<file path="src/rtl/pattern_scan_ctrl.sv">
// Programmable serial pattern scanner with run control: one scan run per start,
// optional overlapping matches, a match counter and a stop-after-N-matches limit.
module pattern_scan_ctrl #(
    parameter int PAT_W = 4,
    parameter int CNT_W = 8
) (
    input  logic             clk,
    input  logic             rst,
    input  logic             start,
    input  logic             abort,
    input  logic [PAT_W-1:0] cfg_pattern,
    input  logic             cfg_overlap,
    input  logic [CNT_W-1:0] cfg_limit,
    input  logic             x,
    output logic             y,
    output logic             busy,
    output logic             done,
    output logic [CNT_W-1:0] match_count
);

    localparam int FW = $clog2(PAT_W + 1);
    localparam logic [FW-1:0] FILL_FULL = FW'(PAT_W);

    typedef enum logic [1:0] {S_IDLE, S_HUNT, S_HIT, S_DONE} state_t;

    state_t             state_q, state_d;
    logic [PAT_W-1:0]   win_q, win_d;
    logic [FW-1:0]      fill_q, fill_d;
    logic [CNT_W-1:0]   cnt_q, cnt_d;
    logic [PAT_W-1:0]   pat_q, pat_d;
    logic               ovl_q, ovl_d;
    logic [CNT_W-1:0]   lim_q, lim_d;

    logic               scanning;
    logic [PAT_W-1:0]   win_nxt;
    logic [FW-1:0]      fill_nxt;
    logic [CNT_W-1:0]   cnt_inc;
    logic               match;
    logic               limit_hit;

    // NOTE: sequential state uses non-blocking assignments only, so every flop
    // samples the pre-edge value of its peers regardless of statement order.
    always_ff @(posedge clk or posedge rst) begin
        if (rst) begin
            state_q <= S_IDLE;
            win_q   <= '0;
            fill_q  <= '0;
            cnt_q   <= '0;
            pat_q   <= '0;
            ovl_q   <= 1'b0;
            lim_q   <= '0;
        end else begin
            state_q <= state_d;
            win_q   <= win_d;
            fill_q  <= fill_d;
            cnt_q   <= cnt_d;
            pat_q   <= pat_d;
            ovl_q   <= ovl_d;
            lim_q   <= lim_d;
        end
    end

    // Match evaluation on the window as it will look after this edge's bit.
    always_comb begin
        scanning  = (state_q == S_HUNT) || (state_q == S_HIT);
        win_nxt   = {win_q[PAT_W-2:0], x};
        fill_nxt  = (fill_q == FILL_FULL) ? FILL_FULL : fill_q + 1'b1;
        cnt_inc   = cnt_q + 1'b1;
        match     = scanning && !abort && (fill_nxt == FILL_FULL) && (win_nxt == pat_q);
        limit_hit = match && (lim_q != '0) && (cnt_inc == lim_q);
    end

    // NOTE: every always_comb output is given a default first, so no path
    // through the block leaves a signal unassigned and no latch is inferred.
    always_comb begin
        win_d  = win_q;
        fill_d = fill_q;
        cnt_d  = cnt_q;
        pat_d  = pat_q;
        ovl_d  = ovl_q;
        lim_d  = lim_q;
        if (state_q == S_IDLE && start) begin
            pat_d  = cfg_pattern;
            ovl_d  = cfg_overlap;
            lim_d  = cfg_limit;
            win_d  = '0;
            fill_d = '0;
            cnt_d  = '0;
        end else if (scanning && !abort) begin
            win_d = win_nxt;
            if (match) begin
                // Non-overlap discards the matched bits by restarting the fill.
                fill_d = ovl_q ? FILL_FULL : '0;
                cnt_d  = cnt_inc;
            end else begin
                fill_d = fill_nxt;
            end
        end
    end

    always_comb begin
        state_d = state_q;
        case (state_q)
            S_IDLE:        if (start) state_d = S_HUNT;
            S_HUNT, S_HIT: begin
                if (abort)          state_d = S_IDLE;
                else if (limit_hit) state_d = S_DONE;
                else if (match)     state_d = S_HIT;
                else                state_d = S_HUNT;
            end
            S_DONE:        state_d = S_IDLE;
            default:       state_d = S_IDLE;
        endcase
    end

    always_comb begin
        y           = (state_q == S_HIT) || (state_q == S_DONE);
        done        = (state_q == S_DONE);
        busy        = (state_q != S_IDLE);
        match_count = cnt_q;
    end

endmodule

</file>
<file path="config.mk">
export PLATFORM = sky130hd
export DESIGN_NAME = pattern_scan_ctrl
export DESIGN_NICKNAME = d
export VERILOG_FILES = /design/src/rtl/pattern_scan_ctrl.sv
export SDC_FILE = /design/constraint.sdc
export NUM_CORES = 1
export LEC_CHECK = 0
export ABC_CLOCK_PERIOD_IN_PS = 1800
export CORE_MARGIN = 1.5
export CORE_UTILIZATION = 45
export CTS_CLUSTER_DIAMETER = 200
export CTS_CLUSTER_SIZE = 10
export DETAILED_ROUTE_END_ITERATION = 6
export HOLD_SLACK_MARGIN = 0.12
export PLACE_DENSITY = 0.78
export SYNTH_ARGS = -nofsm -noshare
export SYNTH_HDL_FRONTEND = slang
export SYNTH_SLANG_ARGS = --single-unit
</file>
<file path="constraint.sdc">
create_clock -name clk -period 1.8 [get_ports clk]
set_input_delay 0.18 -clock clk [delete_from_list [all_inputs] [get_ports clk]]
set_output_delay 0.18 -clock clk [all_outputs]
set_load 0.01 [all_outputs]
</file>
# ---- Yosys cells after proc, flatten, opt, wreduce, memory -nomap -nowiden
# Index checks and enable logic that the tools add are counted.
dict set report word_totals {
  in_bits 18
  reg_bits 29
  wordCells 48
  out_inout_bits 11
}
dict set report classes {
  n_eq_ne 8
  addsub 2
  reduce_logical 16
  n_mux 15
}
# op n
set ops {}
lappend ops {{8-bit 2-to-1 mux} 3}
lappend ops {{3-bit 2-to-1 mux} 7}
lappend ops {{8-bit by 1-bit adder with 8-bit output (second input constant)} 1}
lappend ops {{8-bit == test} 1}
lappend ops {{2-bit 2-to-1 mux} 4}
lappend ops {{8-bit nonzero test} 1}
lappend ops {{3-bit == test (second input constant)} 2}
lappend ops {{1-bit logical AND} 6}
lappend ops {{2-bit one-hot mux with 3 select lines} 1}
lappend ops {{2-bit nonzero test} 3}
lappend ops {{2-bit == test (second input constant)} 2}
lappend ops {{4-bit == test} 1}
lappend ops {{3-bit by 1-bit adder with 3-bit output (second input constant)} 1}
lappend ops {{2-bit by 1-bit == test with 1-bit output (second input constant)} 1}
lappend ops {{2-bit zero test} 1}
lappend ops {{1-bit logical OR} 2}
lappend ops {{2-bit inequality test (second input constant)} 1}
lappend ops {{2-bit AND reduction} 1}
lappend ops {{2-bit OR reduction} 1}
lappend ops {{1-bit zero test} 1}

# ---- Depth between registers and ports, before layout
dict set report depth {
  depth_word 10
  ltp_mapped 8
  ltp_nobuf 7
}

# ---- Worst setup path before layout
# Ideal clock, no wire load.
dict set report synth_timing {
  path_kind {reg2reg}
  from {reg state_q[1]}
  to {reg cnt_q[6], in the netlist match_count[6]}
  path_buffers 1
  t_arrival_ns 1.745
  required_ns 1.722
  path_stages_with_launch 9
  synth_period_minus_slack_ns 1.824
  slack_ns -0.024
  setup_time_ns 0.078
  path_cell_list {dfrtp_1 inv_1 ha_1 nand2b_1 buf_6 nor3_4 nand3_2 or3_1 a21oi_1}
}
dict set report synth_between {
  elab_chain_cells 7
  word_cells_on_any_way 12
  classes_between {eq/ne (2); mux (1); reduce/logical (9)}
}
# item line
set synth_lines {}
lappend synth_lines {{start: declaration} 26} ;# state_t state_q, state_d;
lappend synth_lines {{start signal: assignment} 53} ;# state_q <= state_d;
lappend synth_lines {{2-bit by 1-bit == test with 1-bit output / 2-bit == test (equally long branches)} 65} ;# scanning = (state_q == S_HUNT) || (state_q == S_HIT);
lappend synth_lines {{1-bit logical OR} 65}
lappend synth_lines {{1-bit logical AND} {69, 89}}
lappend synth_lines {{1-bit logical AND (2 in series)} 69} ;# match = scanning && !abort && (fill_nxt == FILL_FULL) && (win_nxt == pat_q);
lappend synth_lines {{2-bit nonzero test (no line)} n/a}
lappend synth_lines {{2-bit AND reduction (no line)} n/a}
lappend synth_lines {{end signal: assignment} 56} ;# cnt_q <= cnt_d;
lappend synth_lines {{end: declaration} 29} ;# logic [CNT_W-1:0] cnt_q, cnt_d;
# Several ways; a longest one is shown, not always the timed one.
# A chain may end at the register's enable or synchronous reset.

# ---- Worst setup path in the final report
dict set report layout_timing {
  from {reg fill_q[0]}
  to {reg cnt_q[7], in the netlist match_count[7]}
}
dict set report layout_between {
  elab_chain_cells 7
  word_cells_on_any_way 8
  classes_between {add/sub (1); eq/ne (2); mux (1); reduce/logical (4)}
}
# item line
set layout_lines {}
lappend layout_lines {{start: declaration} 28} ;# logic [FW-1:0] fill_q, fill_d;
lappend layout_lines {{start signal: assignment} 55} ;# fill_q <= fill_d;
lappend layout_lines {{3-bit by 1-bit adder with 3-bit output / 3-bit == test (equally long branches)} 67} ;# fill_nxt = (fill_q == FILL_FULL) ? FILL_FULL : fill_q + 1'b1;
lappend layout_lines {{3-bit 2-to-1 mux *} 67}
lappend layout_lines {{3-bit == test *} 69}
lappend layout_lines {{1-bit logical AND * (2 in series)} 69}
lappend layout_lines {{2-bit nonzero test (no line) *} n/a}
lappend layout_lines {{2-bit AND reduction (no line) *} n/a}
# Mark *: on every way between the ends. The rest lies on a longest branch, timed or not.

==> impl_metrics.env <==
export IMPL_synthDistinctLibCells=32
export IMPL_max_slew_margin_rel_pct=76.15
export IMPL_yosysWarnings=0
export IMPL_io_pins=29
export IMPL_fill_cells=291
export IMPL_timing_fmax_mhz=549.0
export IMPL_leakagePower_nw=0.9601
export IMPL_yosys_most_used_dff="dfrtp_1"
export IMPL_clkLatencyLatePin_ns=0.32
export IMPL_regArea_um2=725.7
export IMPL_grt_total_usage_pct=18.16
export IMPL_final_nets=219
export IMPL_die_w_um=62.33
export IMPL_rsz0062_at_grt="yes"
export IMPL_antenna_found_initial=0
export IMPL_cts_root_buf="clkbuf_4"
export IMPL_total_power_mw=2.556
export IMPL_period_share_pct=101.2
export IMPL_numCtsBuffers=5
export IMPL_grt_overflow=0
export IMPL_gp_congestion=0.8178
export IMPL_crit_path_max_fanout=5
export IMPL_wl_um=3196
export IMPL_worstPathArrival_ns=2.08
export IMPL_cts_tree="done"
export IMPL_avgSynthCellArea_um2=10.56
export IMPL_cts_path_max_buffers=2
export IMPL_drt_iter0_drc=38
export IMPL_yosysSeqAreaShare_pct=45.81
export IMPL_area_delta_synth_final_pct=35.86
export IMPL_htreeDepth=2
export IMPL_grt_max_degree=30
export IMPL_start_util_pct=47.10
export IMPL_ir_drop_mv=0.6738
export IMPL_multiInputGateArea_um2=892.1
export IMPL_port_buffers=28
export IMPL_violations="negative setup slack"
export IMPL_synthesis_nets=174
export IMPL_place_ws_ns=-0.1088
export IMPL_synth_top_cells_by_area="dfrtp_1 (46%), mux2_2 (8.5%), xor2_1 (5.5%), ha_1 (4.7%), xnor2_1 (4.4%)"
export IMPL_via_per_inst=5.207
export IMPL_dr_total_vias=1260
export IMPL_drtAntennaViolNets=0
export IMPL_status="complete, but fails checks"
export IMPL_setup_viol_count_final=1
export IMPL_drive_above_1_share_pct=27.04
export IMPL_hold_slack_ns=0.2141
export IMPL_min_period_ns=1.821
export IMPL_grt_pass1_vias=1231
export IMPL_drc=0
export IMPL_fin_tns_setup_ns=-0.02137
export IMPL_final_hold_viol_count=0
export IMPL_clock_sinks=29
export IMPL_async_flop_share_pct=100.0
export IMPL_core_area_um2=3363
export IMPL_rows=21
export IMPL_dr_pass1_iters=4
export IMPL_max_cap_violations=0
export IMPL_syn_area_um2=1584
export IMPL_synth_top_area_cell="dfrtp_1"
export IMPL_power_density_nw_per_um2=1188
export IMPL_cp_data_required_time_ns=2.06
export IMPL_fp_dieH_um=62.33
export IMPL_start_kind="register"
export IMPL_crit_path_end_kind="register"
export IMPL_synth_edff_count=0
export IMPL_clock_skew_ns=0.002439
export IMPL_synth_seq_cells=29
export IMPL_worst_pin_slew_ns=0.3578
export IMPL_dp_hpwl_um=2291
export IMPL_drv_slew=0
export IMPL_path_clk_slew_ns=0.09
export IMPL_synth_top_cell_area_share_pct=45.81
export IMPL_die_area_um2=3885
export IMPL_wl_per_cell_um=13.21
export IMPL_grt_pass1_wl_um=5451
export IMPL_setup_slack_ns=-0.02137
export IMPL_synthCells=150
export IMPL_diodes=0
export IMPL_critPathKind="register to register"
export IMPL_synth_common_cells="dfrtp_1 (29), o21ai_0 (13), mux2_2 (12), nor2_1 (12), xor2_1 (10)"
export IMPL_synth_most_common_cell="dfrtp_1"
export IMPL_hp_class="primary input to asynchronous set/reset pin"
export IMPL_post_route_util_pct=63.99
==> where the power goes <==
| part | internal [mW] | switching (mW) | total [mW] | leakage [nW] |
|---|---|---|---|---|
| clock network | 0.148 | 0.219 | 0.367 | 0.0320 |
| registers | 0.873 | 0.187 | 1.06 | 0.368 |
| logic | 0.628 | 0.500 | 1.13 | 0.560 |
| total | 1.65 | 0.906 | 2.56 | 0.960 |
==> cell families (layout without fill, tap and decap cells) <==
kind of cell	Yosys count	after routing	share of synthesized area, %
simple gates	44	44	15.88
flops	29	29	45.81
compound gates	24	24	8.136
xor+xnor	18	18	9.953
mux	18	18	12.32
buf+inv	11	57	3.160
fa+ha+maj	6	6	4.739
==> path summary, 6_finish.rpt <==
kind | cells past startpoint | slack, ns | to | startpoint
max | 7 | -0.02 | match_count[7] | fill_q[0]
max reg2reg | 7 | -0.02 | match_count[7] | fill_q[0]
min in group clk | 3 | 0.41 | lim_q[0] | cfg_limit[0]
min reg2reg | 1 | 0.53 | ovl_q | ovl_q
max in group asynchronous | 3 | 1.32 | state_q[1] | rst
min | 3 | 0.21 | pat_q[1] | rst
==> placed cells by master, fill, tap and decap left out, types with 2 or more instances in the layout <==
cell type | Yosys | layout
ha_4 | 0 | 3
dfrtp_1 | 29 | 29
nand4_1 | 3 | 3
clkdlybuf4s50_1 | 0 | 26
xor2_1 | 10 | 10
ha_1 | 6 | 2
a21oi_1 | 8 | 5
or2_2 | 2 | 2
buf_4 | 0 | 12
clkinv_2 | 0 | 2
nor2b_1 | 2 | 2
clkbuf_4 | 0 | 5
nand3_1 | 3 | 3
inv_2 | 0 | 2
nand2b_4 | 0 | 2
xnor2_1 | 8 | 8
a21oi_2 | 0 | 2
nor2_1 | 12 | 12
nand2_1 | 6 | 6
mux2_2 | 12 | 12
or3_1 | 5 | 4
inv_1 | 7 | 5
o21ai_0 | 13 | 11
mux2i_1 | 6 | 6
==> per-stage QoR <==
stage / cell area [um2] / cells
2_1_floorplan: 1600 / 150
3_3_place_gp: 1987 / 228
3_5_place_dp: 1987 / 228
4_1_cts: 2068 / 239
5_1_grt: 2152 / 242
6_report: 2152 / 242
==> flip-flops by register name, summed over array words and instances, names as in the netlist <==
| signal | cells |
|---|---|
| ovl_q | 1 |
| pat_q | 4 |
| fill_q | 3 |
| lim_q | 8 |
| win_q | 3 |
| match_count | 8 |
| state_q | 2 |
==> what timing repair did <==
| action | in CTS | in global routing |
|---|---|---|
| pin swaps | 11 | 2 |
| gates resized for setup | 4 | 18 |
| setup buffers | 3 | 3 |
| setup endpoints to repair | 5 | 11 |
| hold buffers | 0 | 0 |
| gates cloned | 0 | 0 |
==> critical path, cell delays in order (launching register included) <==
cell	delay, ns
dfrtp_1	0.41
buf_6	0.13
ha_4	0.15
and3b_2	0.20
nor3_4	0.19
nand3_2	0.15
or3_1	0.39
a21oi_2	0.14
==> per-layer routing <==
layer | track usage (%) | up-vias | wire (um)
li1 | - | 609 | -
met1 | 21.64 | 618 | 1375
met2 | 30.30 | 29 | 1622
met3 | 6.522 | 4 | 156
met4 | 6.667 | 0 | 42
met5 | 0 | - | 0
==> final cells by class <==
class | count | area share, %
Clock buffer | 6 | 1.919
Multi-Input combinational cell | 110 | 41.45
Inverter | 7 | 1.221
Sequential cell | 29 | 33.72
Clock inverter | 2 | 0.4651
Tap cell | 46 | 2.674
Timing Repair Buffer | 42 | 18.55
Note: power is estimated with default switching activity, not from simulation.
